**src/rtl/fifo_uart_tx.sv**
```systemverilog
// fifo_uart_tx: UART 8N1/8N2 transmitter that
// drains a first-word-fall-through FIFO.
module fifo_uart_tx #(
  parameter int CLK_FREQ  = 100_000_000,
  parameter int BAUD      = 1_000_000,
  parameter int STOP_BITS = 1
) (
  input  logic       clk,
  input  logic       rst_n,
  input  logic [7:0] fifo_dout,
  input  logic       fifo_empty,
  output logic       fifo_rget,
  input  logic       block,
  output logic       tx,
  output logic       busy
);

  localparam int CPB = CLK_FREQ / BAUD;
  localparam int CW  = (CPB > 1) ? $clog2(CPB) : 1;
  localparam logic [CW-1:0] CLK_LAST = CW'(CPB - 1);
  localparam logic STOP_LAST = (STOP_BITS == 2);

  if (CPB < 2) begin : g_bad_cpb
    $error("fifo_uart_tx: CLK_FREQ/BAUD must be >= 2");
  end

  if (STOP_BITS != 1 && STOP_BITS != 2) begin : g_bad_stop
    $error("fifo_uart_tx: STOP_BITS must be 1 or 2");
  end

  typedef enum logic [1:0] {
    IDLE,
    START,
    DATA,
    STOP
  } state_t;

  state_t          state;
  logic [7:0]      shreg;
  logic [2:0]      bit_cnt;
  logic            stop_cnt;
  logic [CW-1:0]   clk_cnt;
  logic            armed;
  logic            bit_end;
  logic            last_stop;
  logic            launch;

  assign bit_end   = (clk_cnt == CLK_LAST);
  assign last_stop = (state == STOP) && bit_end
                   && (stop_cnt == STOP_LAST);

  // armed keeps pops off until one edge after reset release
  assign launch = armed && !fifo_empty && !block
                && ((state == IDLE) || last_stop);

  assign fifo_rget = launch;
  assign busy      = (state != IDLE);

  // one-cycle guard after reset release
  always_ff @(posedge clk or negedge rst_n) begin
    if (!rst_n) begin
      armed <= 1'b0;
    end else begin
      armed <= 1'b1;
    end
  end

  // frame sequencer; tx is loaded with the next slot's level
  always_ff @(posedge clk or negedge rst_n) begin
    if (!rst_n) begin
      state    <= IDLE;
      tx       <= 1'b1;
      shreg    <= '0;
      bit_cnt  <= '0;
      stop_cnt <= 1'b0;
      clk_cnt  <= '0;
    end else begin
      unique case (state)
        IDLE: begin
          clk_cnt <= '0;
          if (launch) begin
            state <= START;
            shreg <= fifo_dout;
            tx    <= 1'b0;
          end else begin
            tx <= 1'b1;
          end
        end
        START: begin
          if (bit_end) begin
            clk_cnt <= '0;
            bit_cnt <= '0;
            state   <= DATA;
            tx      <= shreg[0];
          end else begin
            clk_cnt <= clk_cnt + 1'b1;
          end
        end
        DATA: begin
          if (bit_end) begin
            clk_cnt <= '0;
            shreg   <= {1'b0, shreg[7:1]};
            if (bit_cnt == 3'd7) begin
              state    <= STOP;
              stop_cnt <= 1'b0;
              tx       <= 1'b1;
            end else begin
              bit_cnt <= bit_cnt + 3'd1;
              tx      <= shreg[1];
            end
          end else begin
            clk_cnt <= clk_cnt + 1'b1;
          end
        end
        STOP: begin
          if (bit_end) begin
            clk_cnt <= '0;
            if (stop_cnt == STOP_LAST) begin
              if (launch) begin
                state <= START;
                shreg <= fifo_dout;
                tx    <= 1'b0;
              end else begin
                state <= IDLE;
                tx    <= 1'b1;
              end
            end else begin
              stop_cnt <= 1'b1;
            end
          end else begin
            clk_cnt <= clk_cnt + 1'b1;
          end
        end
        default: begin
          state <= IDLE;
          tx    <= 1'b1;
        end
      endcase
    end
  end

`ifndef SYNTHESIS
  a_no_pop_empty: assert property (
    @(posedge clk) disable iff (!rst_n)
    fifo_rget |-> !fifo_empty
  );

  a_no_double_pop: assert property (
    @(posedge clk) disable iff (!rst_n)
    fifo_rget |=> !fifo_rget
  );
`endif

endmodule

```
**config.mk**
```make
export PLATFORM = sky130hd
export DESIGN_NAME = fifo_uart_tx
export DESIGN_NICKNAME = d
export VERILOG_FILES = /design/src/rtl/fifo_uart_tx.sv
export SDC_FILE = /design/constraint.sdc
export NUM_CORES = 1
export LEC_CHECK = 0
export ABC_AREA = 0
export CAP_MARGIN = 20
export CORE_MARGIN = 4
export CORE_UTILIZATION = 52
export CTS_BUF_LIST = sky130_fd_sc_hd__clkbuf_2
export DETAILED_ROUTE_END_ITERATION = 12
export PLACE_DENSITY = 0.78
export SLEW_MARGIN = 0
export SYNTH_ARGS = -nofsm -noshare
export SYNTH_HDL_FRONTEND = slang
export SYNTH_SLANG_ARGS = --single-unit
```
**constraint.sdc**
```tcl
create_clock -name clk -period 1.9 [get_ports clk]
set_clock_uncertainty 0.2 [all_clocks]
set_input_delay 0.38 -clock clk [delete_from_list [all_inputs] [get_ports clk]]
set_output_delay 0.38 -clock clk [all_outputs]
set_load 0.1 [all_outputs]
```
==> results.md, run 1 <==
- Die area: 3370 um^2
- Met1 Use GR: 23.27%
- Reg power frac: 55.0%
- # diodes: 0
- Sw frac: 20.40%
- Failing checks: negative setup slack
- Crit path DAT: 1700 ps
- Max-slew violations: 0
- Vias in the first global route: 1163
- Pleak: 0.8726 nW
- Chip width: 58.05 um
- Clk pwr share: 38.3%
- Pint: 0.0006980 W
- Met3 GRT Util: 3.118%
- Vias: 1135
- Max-cap viol count: 0
- Core area: 2297 um^2
- Most frequent cells in the layout: buf_4, dfrtp_1, clkdlybuf4s50_1
- Logic pwr share: 6.7%
- Hold buffers post-CTS: 0
- Register area share after synthesis: 42.36%
- DIE HEIGHT: 58.05 um
- # setup viols final: 13
- Synth Flop Type: dfrtp_1
- GRT Resource Usage Total: 19.62%
- Final setup margin: -383.2 ps
- Crit Path Class: reg2out
- Crit path time final: 2283 ps
- Worst setup EP type: primary output
- Slowest cell delay on critical path: 460 ps
- Worst skew pair latency: 360 ps
- Starting density of the core: 56.70%
- Tcrit/Tclk final: 120.2%
- Nets: 194
- Placer Congestion: 0.8605
- RSZ-0062 raised after global routing: yes
- Peak supply drop: 0.4127 mV
- Synth unique cells: 38
- Pre-antenna DRT Iters: 4
- Largest net degree at the start of global routing: 23
- EDFF count, synth: 0
- First-pass GRT wire length: 5140 um
- Max clock buf depth: 2
- H-tree Lvls: 1
- PwrDens: 450.4 nW/um^2
- I/O pin count: 15
- CTS buffer count: 3
- 1st-iter DRT viols: 54
- CP Data Required Time: 1320 ps
- NetSw: 0.0001788 W
- Remaining global-route overflow: 0
- HPWL after DPL: 2111 um
- Synth Instances: 119
- Post-Synthesis Cell Area: 1302 um^2
- Buffers on Ports: 14
- DRC: 0
- Antenna violations before repair: 0
- Warning count from the yosys run: 0
- FFs w/ async S/R, synth: 100.0%
- Drt total wl: 3335 um
- Reg clk slew, reported paths: 220 ps
- CP cell instances: nor4b_4 -> buf_4 -> a31oi_4 -> nor2_4 -> buf_12
- Cell Rows: 17
- Worst Hold Class: in2async
- Layout cells sized above 1: 51.16%
- Post-DRT Antenna Nets: 0
- Worst-path fanout max: 2
- GRT busiest layer: met2
- CTS tree: done
- Mean post-synth cell area: 10.95 um^2
- Post-synth net total: 140
- Clock sinks: 22
- Worst path slowest cell: dfrtp_1
- Clk Tree Root Cell: clkbuf_2
- Place WS: -500.7 ps
- Area growth, synth to finish: 49.47%
- Flops & latches, synth: 22
- Final hold violations: 0
- Status: finished, violations left
- Drt wl/cell: 16.68 um
- Startpoint types: register
- Fmax: 438.0 MHz
- Commonest non-fill, non-tap cell in the layout: buf_4
- Fin Setup TNS: -2737 ps
- Global routing met2 resource utilization: 34.84%
- Via density: 5.675
-- power by group through the flow --
stage	logic, W	clock network (W)	registers (W)
floorplan	0.0000228	0	0.000489
global placement	0.0000579	0	0.000490
detailed placement	0.0000598	0	0.000490
CTS	0.0000598	0.000339	0.000483
global route	0.0000641	0.000371	0.000484
finish	0.0000588	0.000335	0.000483
-- registers in the layout, indices dropped and copies added, names as in the netlist --
register	cells
shreg	8
clk_cnt	7
bit_cnt	3
state	2
armed	1
tx	1
-- synthesized netlist by cell type (2+ instances only) --
cell | count | area, um^2
a21oi_1 | 2 | 10.01
a22o_1 | 3 | 26.28
and2_1 | 2 | 12.51
clkbuf_1 | 5 | 18.77
dfrtp_1 | 21 | 525.5
ha_1 | 9 | 112.6
inv_1 | 5 | 18.77
mux2_2 | 8 | 90.09
mux2_4 | 7 | 105.1
nand2_1 | 6 | 22.52
nand2b_1 | 2 | 12.51
nand3_1 | 6 | 30.03
nor2_1 | 2 | 7.510
nor3_1 | 8 | 40.04
o21ai_0 | 7 | 35.03
xor2_1 | 4 | 35.03
-- what timing repair did --
item / CTS / global route
pin swaps: 5 / 5
endpoints found under the setup margin: 11 / 18
resized for setup: 14 / 13
setup buffers: 6 / 8
hold endpoints to repair: 0 / 0
-- cell families (layout without fill, tap and decap cells) --
group / after synthesis / after routing / synth area share [%]
compound gates: 21 / 21 / 11.05
xor+xnor: 5 / 5 / 3.362
fa+ha+maj: 9 / 9 / 8.646
buf+inv: 12 / 65 / 4.035
flops: 22 / 22 / 42.36
mux: 16 / 16 / 15.75
other cells: 1 / 1 / 0.2879
simple gates: 33 / 33 / 14.51
-- layout make-up --
class	count	area, um^2
flip-flops and latches	22	553.0
multi-input cells	85	798.3
inverters	5	22.52
fillers	124	350.3
clock buffers	3	15.01
clock inverters	1	30.03
repair buffers	56	493.0
well taps	28	35.03
-- metrics by stage --
step	hold WS [ps]	cell area [um^2]	cells	util [%]	power, W
after floorplan	-115.6	1334	119	-	0.0005116
after global placement	291.0	1708	182	74.35	0.0005478
after detailed placement	293.8	1708	182	74.35	0.0005501
after CTS	133.2	1847	192	80.39	0.0008818
after global routing	107.9	1947	200	84.75	0.0009192
final	128.7	1947	200	84.75	0.0008768
-- per-layer routing --
metal  vias to the layer above  part of all wire, %
li1                        531                    -
met3                         5                  3.0
met4                         0                  1.6
met2                        22                   53
met1                       577                   42
met5                         -                    0
-- final timing paths --
path,cells past startpoint,end,slack (ps),start
max,5,fifo_rget,-380,clk_cnt[3]$_DFF_PN0_
min in group clk,2,tx$_DFFE_PN1P_,300,tx$_DFFE_PN1P_
max reg2reg,8,state[1]$_DFFE_PN0P_,-260,state[0]$_DFFE_PN0P_
min reg2reg,2,tx$_DFFE_PN1P_,300,tx$_DFFE_PN1P_
min,2,shreg[6]$_DFFE_PN0P_,130,rst_n
max in group asynchronous,2,tx$_DFFE_PN1P_,1080,rst_n
-- worst max-delay path: cells and delay by family (launching register included) --
kind	cells	cell delay, ps
DFF	1	460
and+or+nand+nor	2	430
AOI/OAI and AO/OA	1	100
buffers and inverters	2	360
No activity file was read; power rests on OpenSTA's default activity.
==> run 2: changes to the inputs <==
--- a/config.mk
+++ b/config.mk
@@ -10,6 +10,5 @@
 export CORE_MARGIN = 4
-export CORE_UTILIZATION = 52
+export CORE_UTILIZATION = 38
 export CTS_BUF_LIST = sky130_fd_sc_hd__clkbuf_2
 export DETAILED_ROUTE_END_ITERATION = 12
-export PLACE_DENSITY = 0.78
 export SLEW_MARGIN = 0
==> constraint.sdc (replaced) <==
create_clock -name clk -period 1.9 [get_ports clk]
set_clock_uncertainty 0.2 [all_clocks]
set_input_delay 0.19 -clock clk [delete_from_list [all_inputs] [get_ports clk]]
set_output_delay 0.19 -clock clk [all_outputs]
set_load 0.1 [all_outputs]
==> results.md, run 2 (synthesized netlist as in run 1, its figures left out) <==
- Status: finished, violations left (unchanged)
- Failing checks: negative setup slack (unchanged)
- Startpoint types: register (unchanged)
- Via density: 4.981 (was 5.675)
- GRT Resource Usage Total: 15.16% (was 19.62%)
- Buffers on Ports: 14 (unchanged)
- Final setup margin: -285.1 ps (was -383.2 ps)
- Slowest cell delay on critical path: 480 ps (was 460 ps)
- Layout cells sized above 1: 43.71% (was 51.16%)
- Post-DRT Antenna Nets: 0 (unchanged)
- 1st-iter DRT viols: 39 (was 54)
- DIE HEIGHT: 66.55 um (was 58.05 um)
- Max-slew violations: 0 (unchanged)
- HP Start: fifo_dout[7]
- Die area: 4428 um^2 (was 3370 um^2)
- Area growth, synth to finish: 46.59% (was 49.47%)
- Nets: 189 (was 194)
- Crit path DAT: 2210 ps (was 1700 ps)
- Pre-antenna DRT Iters: 4 (unchanged)
- Max FFs per register: 8 (unchanged)
- Vias: 1051 (was 1135)
- Clk Tree Root Cell: clkbuf_2 (unchanged)
- Tcrit/Tclk final: 115.0% (was 120.2%)
- Max clock buf depth: 2 (unchanged)
- CP Data Required Time: 1930 ps (was 1320 ps)
- Reg clk slew, reported paths: 220 ps (about the same)
- Remaining global-route overflow: 0 (unchanged)
- Peak supply drop: 0.3107 mV (was 0.4127 mV)
- Crit-path most repeated cell: buf_4
- Place WS: -267.0 ps (was -500.7 ps)
- Most frequent cells in the layout: buf_4, dfrtp_1, clkdlybuf4s50_1 (unchanged)
- Crit Path Class: reg2reg (was reg2out)
- Final Util: 60.56% (was 84.75%)
- I/O pin count: 15 (unchanged)
- Max-cap viol count: 0 (unchanged)
- Fmax: 457.6 MHz (was 438.0 MHz)
- DRC: 0 (unchanged)
- Fin cells: 211 (was 200)
- Fin Setup TNS: -2916 ps (was -2737 ps)
- Worst Hold Class: in2reg (was in2async)
- HPWL after DPL: 2033 um (was 2111 um)
- Crit path time final: 2185 ps (was 2283 ps)
- Worst skew pair latency: 320 ps (was 360 ps)
- Final hold violations: 0 (unchanged)
- H-tree Lvls: 1 (unchanged)
- PwrDens: 384.3 nW/um^2 (was 450.4 nW/um^2)
- Vias in the first global route: 1140 (was 1163)
- CTS buffer count: 3 (unchanged)
- # diodes: 0 (unchanged)
- Layout fillers: 293 (was 124)
- Core area: 3153 um^2 (was 2297 um^2)
- Cell Rows: 20 (was 17)
- Placer Congestion: 0.8798 (was 0.8605)
- # setup viols final: 13 (unchanged)
- Hold slack: 225.4 ps (was 128.7 ps)
- CP top delay family: flip-flops (unchanged)
- Clock sinks: 22 (unchanged)
- Drt total wl: 3004 um (was 3335 um)
- Largest regs: shreg (8), clk_cnt (7), bit_cnt (3) (unchanged)
- Cells after DPL: 194 (was 182)
- Chip width: 66.55 um (was 58.05 um)
- Worst path slowest cell: dfrtp_2 (was dfrtp_1)
- Worst Setup SP: clk_cnt[2]$_DFF_PN0_ (was clk_cnt[3]$_DFF_PN0_)
- CTS tree: done (unchanged)
- Pleak: 0.8594 nW (was 0.8726 nW)
- Top reg by flops: shreg (unchanged)
- Worst R2R Start: clk_cnt[2]$_DFF_PN0_ (was state[0]$_DFFE_PN0P_)
- CP cell instances: nor4b_4 -> buf_4 -> buf_4 -> buf_6 -> nand2_4 -> o32a_4 -> mux2_4 (was nor4b_4 -> buf_4 -> a31oi_4 -> nor2_4 -> buf_12)
- Drt wl/cell: 14.24 um (was 16.68 um)
- RSZ-0062 raised after global routing: yes (unchanged)
- Worst setup EP type: register (was primary output)
- Worst-path fanout max: 7 (was 2)
- Commonest non-fill, non-tap cell in the layout: buf_4 (unchanged)
- First-pass GRT wire length: 5195 um (was 5140 um)
- Starting density of the core: 41.31% (was 56.70%)
- Largest net degree at the start of global routing: 23 (unchanged)
- CP Buf/Inv Count: 3 (was 2)
- Antenna violations before repair: 0 (unchanged)
## run 2: cell types whose count changed in the layout (fill, tap and decap cells not counted), sizes merged
cell / delta
buf: -6
bufinv: -1
clkinv: +2
clkinvlp: -1
dlygate4sd3: +1
## run 2: worst min-delay path, delay by kind of cell
family,cells,cell delay [ps]
and+or+nand+nor,1,70
muxes,1,80
buffers and inverters,1,400
## run 2: final timing paths
path | cells past startpoint | slack (ps) | endpoint
worst min register to register | 2 | 310 | tx$_DFFE_PN1P_
max in group asynchronous | 3 | 710 | tx$_DFFE_PN1P_
worst min-delay path | 3 | 230 | shreg[7]$_DFFE_PN0P_
worst max-delay path | 7 | -290 | shreg[3]$_DFFE_PN0P_
min in group asynchronous | 3 | 510 | state[0]$_DFFE_PN0P_
worst max register to register | 7 | -290 | shreg[3]$_DFFE_PN0P_
## run 2: final cells by class
class,instances,area (um^2),share of cell area [%]
multi-input combinational,85,773.2,40.50
sequential,22,553.0,28.96
timing repair buffer,51,478.0,25.03
tap,44,55.05,2.883
inverter,5,31.28,1.638
clock buffer,3,15.01,0.7864
clock inverter,1,3.754,0.1966
## run 2: stage by stage
stage | power [W] | instance area, um^2
floorplan | 0.0005114 | 1315
global placement | 0.0005494 | 1683
detailed placement | 0.0005520 | 1683
CTS | 0.0007416 | 1784
global route | 0.0007768 | 1909
finish | 0.0007337 | 1909
## run 2: routing by layer
layer	vias to the layer above	track usage [%]	wire length, um
met5	-	0	0
met4	0	4.315	19
met3	2	2.698	94
met2	16	26.11	1556
met1	514	19.23	1333
li1	519	-	-
## run 2: repair_timing
item	4_1_cts	5_1_grt
endpoints found under the setup margin	11	19
pin swaps	3	6
hold buffers	1	0
setup buffers	5	8
hold endpoints to repair	21	0
resized for setup	11	17
gates cloned	0	0
## run 2: where the power goes
group	switching [W]	internal, W	total, W
sequential	0.00000487	0.000478	0.000483
clock	0.000143	0.0000458	0.000189
combinational	0.0000212	0.0000412	0.0000624
total	0.000169	0.000565	0.000734
